File: src/rtl/led_btn_mmio_if.sv
// led_btn_mmio_if -- load/store bus between a core and the LED/button block.
//   addr   : byte address from the core
//   wdata  : store data
//   wr_en  : one-cycle store request
//   rd_en  : one-cycle load request
//   rdata  : load data, nonzero only alongside ready
//   ready  : one-cycle completion pulse
interface led_btn_mmio_if;
    logic [31:0] addr;
    logic [31:0] wdata;
    logic        wr_en;
    logic        rd_en;
    logic [31:0] rdata;
    logic        ready;

    modport master (
        output addr, wdata, wr_en, rd_en,
        input  rdata, ready
    );

    modport slave (
        input  addr, wdata, wr_en, rd_en,
        output rdata, ready
    );
endinterface

File: src/rtl/led_btn_mmio.sv
// led_btn_mmio -- memory-mapped LED register plus debounced push buttons with
// sticky rising-edge flags and a level interrupt.
//   clk   : sole clock, rising edge
//   rst   : synchronous, active-high reset
//   bus   : load/store slave port (addr, wdata, wr_en, rd_en, rdata, ready)
//   btn   : raw asynchronous button levels
//   leds  : LED register contents
//   irq   : |(EDGE & IRQ_EN)
// Register window (addr[3:2]): 0 LED, 1 BTN (RO), 2 EDGE (W1C), 3 IRQ_EN.
//
// state   | meaning
// --------+-----------------------------------------------------------
// ST_IDLE | waiting for an in-range request
// ST_RESP | ready high for one cycle, rdata holds the sampled load data
module led_btn_mmio #(
    parameter logic [31:0] BASE_ADDR       = 32'h0000_1000,
    parameter int unsigned DEBOUNCE_CYCLES = 4
) (
    input  logic                 clk,
    input  logic                 rst,
    led_btn_mmio_if.slave        bus,
    input  logic [3:0]           btn,
    output logic [7:0]           leds,
    output logic                 irq
);

    typedef enum logic {ST_IDLE, ST_RESP} state_t;

    localparam logic [7:0] DB_TC = 8'(DEBOUNCE_CYCLES);

    state_t          state_q, state_d;
    logic [7:0]      led_q, led_d;
    logic [3:0]      irq_en_q, irq_en_d;
    logic [3:0]      edge_q, edge_d;
    logic [3:0]      stable_q, stable_d;
    logic [3:0]      sync1_q, sync1_d;
    logic [3:0]      sync2_q, sync2_d;
    logic [3:0][7:0] cnt_q, cnt_d;
    logic [31:0]     rdata_q, rdata_d;

    logic            in_range;
    logic            accept;
    logic [3:0]      rise;
    logic [3:0]      w1c;
    logic            unused_ok;

    assign unused_ok = ^{bus.addr[1:0], bus.wdata[31:8]};

    always_comb begin
        state_d  = state_q;
        led_d    = led_q;
        irq_en_d = irq_en_q;
        stable_d = stable_q;
        cnt_d    = cnt_q;
        rdata_d  = '0;
        w1c      = '0;
        sync1_d  = btn;
        sync2_d  = sync1_q;

        in_range = (bus.addr[31:4] == BASE_ADDR[31:4]);
        accept   = (state_q == ST_IDLE) && (bus.wr_en || bus.rd_en) && in_range;

        case (state_q)
            ST_IDLE: if (accept) state_d = ST_RESP;
            ST_RESP: state_d = ST_IDLE;
            default: state_d = ST_IDLE;
        endcase

        for (int i = 0; i < 4; i++) begin
            if (sync2_q[i] == stable_q[i]) begin
                cnt_d[i] = '0;
            end else if (cnt_q[i] + 8'd1 == DB_TC) begin
                stable_d[i] = sync2_q[i];
                cnt_d[i]    = '0;
            end else begin
                cnt_d[i] = cnt_q[i] + 8'd1;
            end
        end
        rise = stable_d & ~stable_q;

        // A simultaneous write and read is a write; rdata stays 0 for it.
        if (accept && bus.wr_en) begin
            case (bus.addr[3:2])
                2'd0:    led_d    = bus.wdata[7:0];
                2'd2:    w1c      = bus.wdata[3:0];
                2'd3:    irq_en_d = bus.wdata[3:0];
                default: ;
            endcase
        end else if (accept) begin
            case (bus.addr[3:2])
                2'd0:    rdata_d = {24'd0, led_q};
                2'd1:    rdata_d = {28'd0, stable_q};
                2'd2:    rdata_d = {28'd0, edge_q};
                default: rdata_d = {28'd0, irq_en_q};
            endcase
        end

        // A new rising edge beats a clear of the same bit.
        edge_d = (edge_q & ~w1c) | rise;
    end

    always_ff @(posedge clk) begin
        if (rst) begin
            state_q  <= ST_IDLE;
            led_q    <= '0;
            irq_en_q <= '0;
            edge_q   <= '0;
            stable_q <= '0;
            sync1_q  <= '0;
            sync2_q  <= '0;
            cnt_q    <= '0;
            rdata_q  <= '0;
        end else begin
            state_q  <= state_d;
            led_q    <= led_d;
            irq_en_q <= irq_en_d;
            edge_q   <= edge_d;
            stable_q <= stable_d;
            sync1_q  <= sync1_d;
            sync2_q  <= sync2_d;
            cnt_q    <= cnt_d;
            rdata_q  <= rdata_d;
        end
    end

    assign bus.ready = (state_q == ST_RESP);
    assign bus.rdata = rdata_q;
    assign leds      = led_q;
    assign irq       = |(edge_q & irq_en_q);

endmodule

File: src/flat_wrapper.sv
// flat-port wrapper written by rule: the top's interface ports become plain ports
module led_btn_mmio_flat 
#(
    parameter logic [31:0] BASE_ADDR       = 32'h0000_1000,
    parameter int unsigned DEBOUNCE_CYCLES = 4
)
  (clk, rst, btn, leds, irq, bus_addr, bus_wdata, bus_wr_en, bus_rd_en, bus_rdata, bus_ready);
  led_btn_mmio_if bus_i ();
  input  logic clk;
  input  logic rst;
  input  logic [3:0] btn;
  output logic [7:0] leds;
  output logic irq;
  input wire logic [$bits(bus_i.addr)-1:0] bus_addr;
  input wire logic [$bits(bus_i.wdata)-1:0] bus_wdata;
  input wire logic [$bits(bus_i.wr_en)-1:0] bus_wr_en;
  input wire logic [$bits(bus_i.rd_en)-1:0] bus_rd_en;
  output wire logic [$bits(bus_i.rdata)-1:0] bus_rdata;
  output wire logic [$bits(bus_i.ready)-1:0] bus_ready;
  assign bus_i.addr = bus_addr;
  assign bus_i.wdata = bus_wdata;
  assign bus_i.wr_en = bus_wr_en;
  assign bus_i.rd_en = bus_rd_en;
  assign bus_rdata = bus_i.rdata;
  assign bus_ready = bus_i.ready;
  led_btn_mmio #(.BASE_ADDR(BASE_ADDR), .DEBOUNCE_CYCLES(DEBOUNCE_CYCLES)) u_core (.clk(clk), .rst(rst), .bus(bus_i), .btn(btn), .leds(leds), .irq(irq));
endmodule
File: config.mk
export PLATFORM = sky130hd
export DESIGN_NAME = led_btn_mmio_flat
export DESIGN_NICKNAME = d
export VERILOG_FILES = /design/src/rtl/led_btn_mmio_if.sv /design/src/rtl/led_btn_mmio.sv /design/src/flat_wrapper.sv
export SDC_FILE = /design/constraint.sdc
export NUM_CORES = 1
export LEC_CHECK = 0
export ABC_AREA = 0
export BUFFER_PORTS_ARGS = -buffer_cell sky130_fd_sc_hd__buf_2
export CORE_ASPECT_RATIO = 0.75
export CORE_MARGIN = 3
export CORE_UTILIZATION = 37
export DETAILED_ROUTE_END_ITERATION = 6
export GPL_TIMING_DRIVEN = 1
export HOLD_SLACK_MARGIN = 0.05
export PLACE_DENSITY = 0.73
export SLEW_MARGIN = 5
export SYNTH_ARGS = -nofsm -noshare
export SYNTH_HDL_FRONTEND = slang
export SYNTH_SLANG_ARGS = --single-unit
File: constraint.sdc
create_clock -name clk -period 1.7 [get_ports clk]
set_input_delay 0.17 -clock clk [delete_from_list [all_inputs] [get_ports clk]]
set_output_delay 0.17 -clock clk [all_outputs]
set_load 0.005 [all_outputs]
Word level (Yosys, flattened, before mapping)
Index checks and enable logic that the tools add are counted.
{ "totals": {"register_bits": 93, "latch_bits": 0, "mem_bits_rw": 0, "rom_bits": 0, "in_bits": 72, "mem_count": 0} }
{ "classes": {"n_addsub": 4, "n_mul": 0, "div": 0, "magnitude_cmp": 0, "eq_ne": 12, "shift": 0, "mux": 13, "n_bitwise": 8, "reduce_logical": 13} }
{ "op_table": {"columns": ["operator", "n"], "rows": [
  ["adder 8 x 1 -> 8 bit (second input constant)", 4],
  ["equality test 8 x 3 -> 1 bit (second input constant)", 4],
  ["equality test 28 x 9 -> 1 bit (second input constant)", 1],
  ["case mux 8 bit (3 select lines)", 1],
  ["OR reduction 3 bit", 5],
  ["AND 4 bit", 3],
  ["two-way mux 1 bit", 9],
  ["two-way mux 4 bit", 2],
  ["NOT 4 bit", 2],
  ["equality test 1 bit", 4],
  ["equality test 2 bit (second input constant)", 2],
  ["bitwise OR 4 bit", 1],
  ["AND reduction 2 bit", 2],
  ["OR reduction 4 bit", 1],
  ["logical AND 1 bit", 3],
  ["equality test 2 x 1 -> 1 bit (second input constant)", 1],
  ["zero test 2 bit", 1],
  ["NOT 1 bit", 2],
  ["case mux 1 bit (2 select lines)", 1],
  ["logical OR 1 bit", 1]
]} }

Depth between registers and ports, before layout
{ "logic_depth": {"word_depth": 8, "ltp_mapped": 7, "depth_no_buf": 6} }

Worst setup path before layout
No wires, ideal clock.
{ "synth_path": {"kind": "reg-to-reg", "from": "reg u_core.cnt_q[0] in the netlist's numbering", "to": "reg u_core.cnt_q[3] in the netlist's numbering", "setup_time_ns": 0.115, "t_arrival_ns": 1.650, "t_required_ns": 1.585, "setup_slack_ns": -0.065, "path_stages_with_launch": 8, "n_path_buf": 1, "period_less_slack_ns": 1.765, "path_cell_list": "dfxtp_1 -> ha_1 -> nand2b_1 -> o32a_1 -> nor3_1 -> or3_1 -> buf_2 -> nor2_1"} }
{ "synth_via": {"elab_chain_len": 3} }
{ "synth_rtl": {"columns": ["item", "line", "rtl"], "rows": [
  ["start: declaration", "led_btn_mmio.sv:38", "logic [3:0][7:0] cnt_q, cnt_d;"],
  ["start signal: assignment", "led_btn_mmio.sv:121", "cnt_q <= cnt_d;"],
  ["adder 8 x 1 -> 8 bit *", "led_btn_mmio.sv:72, led_btn_mmio.sv:76", null],
  ["equality test 8 x 3 -> 1 bit", "led_btn_mmio.sv:72", "end else if (cnt_q[i] + 8'd1 == DB_TC) begin"],
  ["OR reduction 3 bit (no line)", null, null]
]} }
Every way passes the cells marked *; elsewhere a longest branch is shown, timed or not.
A chain may end at the register's enable or synchronous reset.

Worst setup path after layout
{ "layout_path": {"from": "reg u_core.cnt_q[0] in the netlist's numbering", "to": "reg u_core.stable_q[0]"} }
{ "layout_via": {"elab_chain_len": 4} }
{ "layout_rtl": {"columns": ["item", "line", "rtl"], "rows": [
  ["adder 8 x 1 -> 8 bit", "led_btn_mmio.sv:72", null],
  ["equality test 8 x 3 -> 1 bit", "led_btn_mmio.sv:72", null],
  ["two-way mux 1 bit", "led_btn_mmio.sv:72", null],
  ["two-way mux 1 bit", "led_btn_mmio.sv:70", "if (sync2_q[i] == stable_q[i]) begin"],
  ["end signal: assignment", "led_btn_mmio.sv:118", "stable_q <= stable_d;"],
  ["end: declaration", "led_btn_mmio.sv:35", "logic [3:0] stable_q, stable_d;"]
]} }
No other way between the ends.

==> results.md <==
- Synth top area share: 0.439
- Final setup margin: ~4.9 ps
- Via Count: ~2,500
- Pins Over Slew Limit: 0
- Wire per inst: roughly 13 µm
- CTS sink count: 69
- Setup violators final: 0
- Initial antenna violation count: 0
- Clock root buffer: clkbuf_16
- Dpl hpwl: 4960 µm
- Cell Area, Placed: between 3000 and 4000 µm²
- R2r endpoint: u_core.stable_q[0]
- ANT cells: 0
- Post-synth cell types: 46
- Grt total ovfl: 0
- Clk_lat worst skew: roughly 330 ps
- Initial core utilization: 0.389
- Initial drt markers: 76
- DRT Pass-1 Iters: 4
- CTS tree: done
- Crit Path Category: flip-flop to flip-flop
- Crit end category: flip-flop
- Clk_skew: slightly above 5 ps
- Hold Crit Start: btn[2]
- Vias in the first global route: around 2,400
- GRT Resource Usage Total: 0.142
- Post-synth EDFFs: 0
- Maximum number of pins on one net before global-route repair: 28
- Die Area: between 9000 and 10,000 µm²
- Post-Synthesis Cells: 336
- Longest Clk Path Bufs: 2
- IO Count: 114
- Cell accounting for the most synthesized area: dfxtp_1
- Post-DRT Antenna Nets: 0
- Die Y: about 86 µm
- Critical path required time: 1900 ps
- Pwr dens: approximately 1000 nW/µm²
- Worst Path Max Fanout: 4
- Synth area leaders: dfxtp_1 44%, nor2_1 6.6%, buf_4 5.7%, mux2i_1 4.8%, xnor2_1 4.5%
- Placeable Area: ~8100 µm²
- Worst Setup Slack post-DPL: -200 ps
- Critical Path AT: between 1500 and 2000 ps
- Async SR Flop Fraction: 0
- Port Buffer Count: 63
- Tcrit/Tclk final: 0.997
- Final min period: around 1700 ps
- HP Class: input pin to flip-flop
- P_leak: 1.68 nW
- Seq cells post-synth: 69
- Hold slack: roughly 70 ps
- First-pass GRT wire length: 10,800 µm
- FF-to-FF Start: u_core.cnt_q[0]
- Fmax: 590 MHz
- Mapped Avg Cell Area: 9.37 µm²
- Total CTS buffers: 9
- Startpoint Class: flip-flop
- Worst Hold End: u_core.sync1_q[2]
- Finished layout cell area: 4080 µm²
- Prevailing post-synth register cell: dfxtp_1
- RePlAce Congestion: 0.858
- Post-Route WL: approximately 6700 µm
- H-tree levels: 3
- Fillers: between 700 and 800
- RSZ-0062 raised after global routing: yes
- Yosys Warn Count: 0
- Layout Area Growth over Synthesis: 29.7%
- Std cell rows: 28
- Final hold violations: 0
- Fin Setup TNS: 0 ps
- Netlist Area Pre-Place: approximately 3100 µm²
- Core Util, Final: 0.504
- Share of layout cells above drive strength 1: 0.302
- Worst VDD drop: slightly below 0.6 mV
- Avg Vias per Cell: 4.83
- Total Nets Final: a little under 500
- DRC violation count after routing: 0
- Reg2Reg Depth: 7
- Number of stages on the worst hold path: 2
- Worst R2R Setup Slack: a little under 5 ps
- Status: complete, no violations
- Width of the die: about 110 µm
- Worst-path clk slew: 50 ps
- Max Cap Viol: 0
- Register area share after synthesis: 0.439
worst max-delay path: stages, from the launching register on:
cell	delay [ps]
dfxtp_2	330
ha_4	160
nand2b_4	140
o32a_1	350
nor3_2	200
buf_4	150
mux2i_1	190
nor2_1	50
synth_stat cells, types with 7 or more instances:
cell	instances
dfxtp_1	69
nor2_1	55
buf_4	24
xnor2_1	16
mux2i_1	15
nand2_1	14
nand3_1	14
clkbuf_1	10
nor2b_1	10
xor2_1	10
and3_1	8
ha_1	7
inv_1	7
nand2b_1	7
flip-flops by register name, indices dropped and copies added (netlist names):
register	count
u_core.edge_q	4
u_core.stable_q	4
u_core.bus.ready	1
u_core.irq_en_q	4
u_core.leds	8
u_core.bus.rdata	8
u_core.sync1_q	4
u_core.sync2_q	4
u_core.cnt_q	32
worst max path at each step:
stage	startpoint	to	slack [ps]	depth (start not counted)
after global routing	u_core.bus.ready	u_core.irq_en_q[2]	-80	6
after detailed placement	bus_addr[21]	u_core.bus.rdata[7]	-200	7
after CTS	u_core.cnt_q[1]	u_core.cnt_q[7]	-5	6
after global placement	bus_addr[7]	u_core.irq_en_q[0]	-120	6
after floorplan	u_core.cnt_q[0]	u_core.cnt_q[3]	8	7
final	u_core.cnt_q[0]	u_core.stable_q[0]	5	7
power breakdown:
part	leakage (nW)	switching, mW	internal [mW]
Sequential	0.560	0.00688	1.63
Combinational	0.932	0.0829	0.0671
Clock	0.186	0.670	1.67
Total	1.68	0.759	3.36
per-stage QoR:
step / power [mW] / std cells
2_1_floorplan: 1.78 / 359
5_1_grt: 4.25 / 526
6_report: 4.12 / 526
3_3_place_gp: 1.81 / 507
3_5_place_dp: 1.81 / 507
4_1_cts: 4.16 / 526
cells in the final DEF (no fill, tap or decap), types with 3 or more instances in the layout:
master and n:
inv_1 7, mux2i_1 15, and2_1 4, buf_4 15, o31ai_1 3, xor2_1 10
nand2_1 14, nor2_1 55, nand3_1 14, nand2b_1 6, a21oi_1 6, bufinv_16 4
conb_1 24, and3_1 8, nor2b_1 10, nand4_1 6, dfxtp_1 65, dfxtp_2 4
nor4_1 4, nor3_1 3, mux4_2 4, ha_1 5, xnor2_1 16, clkbuf_16 9
nand3b_1 3, buf_2 63
per-layer routing:
layer,GRT usage,share of wire
met2,0.237,0.47
met5,0,0
met4,0.0535,0.017
met1,0.167,0.44
met3,0.0529,0.075
cell families after synthesis:
family,synth area share
other,0.00119
buffers and inverters,0.0791
AND/OR/NAND/NOR,0.243
multiplexers,0.0763
flip-flops,0.439
XOR/XNOR,0.0724
AO/OA/AOI/OAI,0.0608
adder cells (fa/ha/maj),0.0278
timing repair:
action	4_1_cts	5_1_grt
hold endpoints to repair	1	0
hold buffers	1	0
resized for setup	13	8
buffers inserted	2	0
pin swaps	8	3
endpoints found under the setup margin	38	40
area by class of cell:
class	count	area, µm²	share of cell area
clock inverters	5	129	0.0316
inverters	7	26.3	0.00644
repair buffers	81	460	0.113
multi-input cells	248	1700	0.416
flip-flops and latches	69	1390	0.340
well taps	105	131	0.0322
clock buffers	11	253	0.0619
Power figures use the tool's default switching activity.
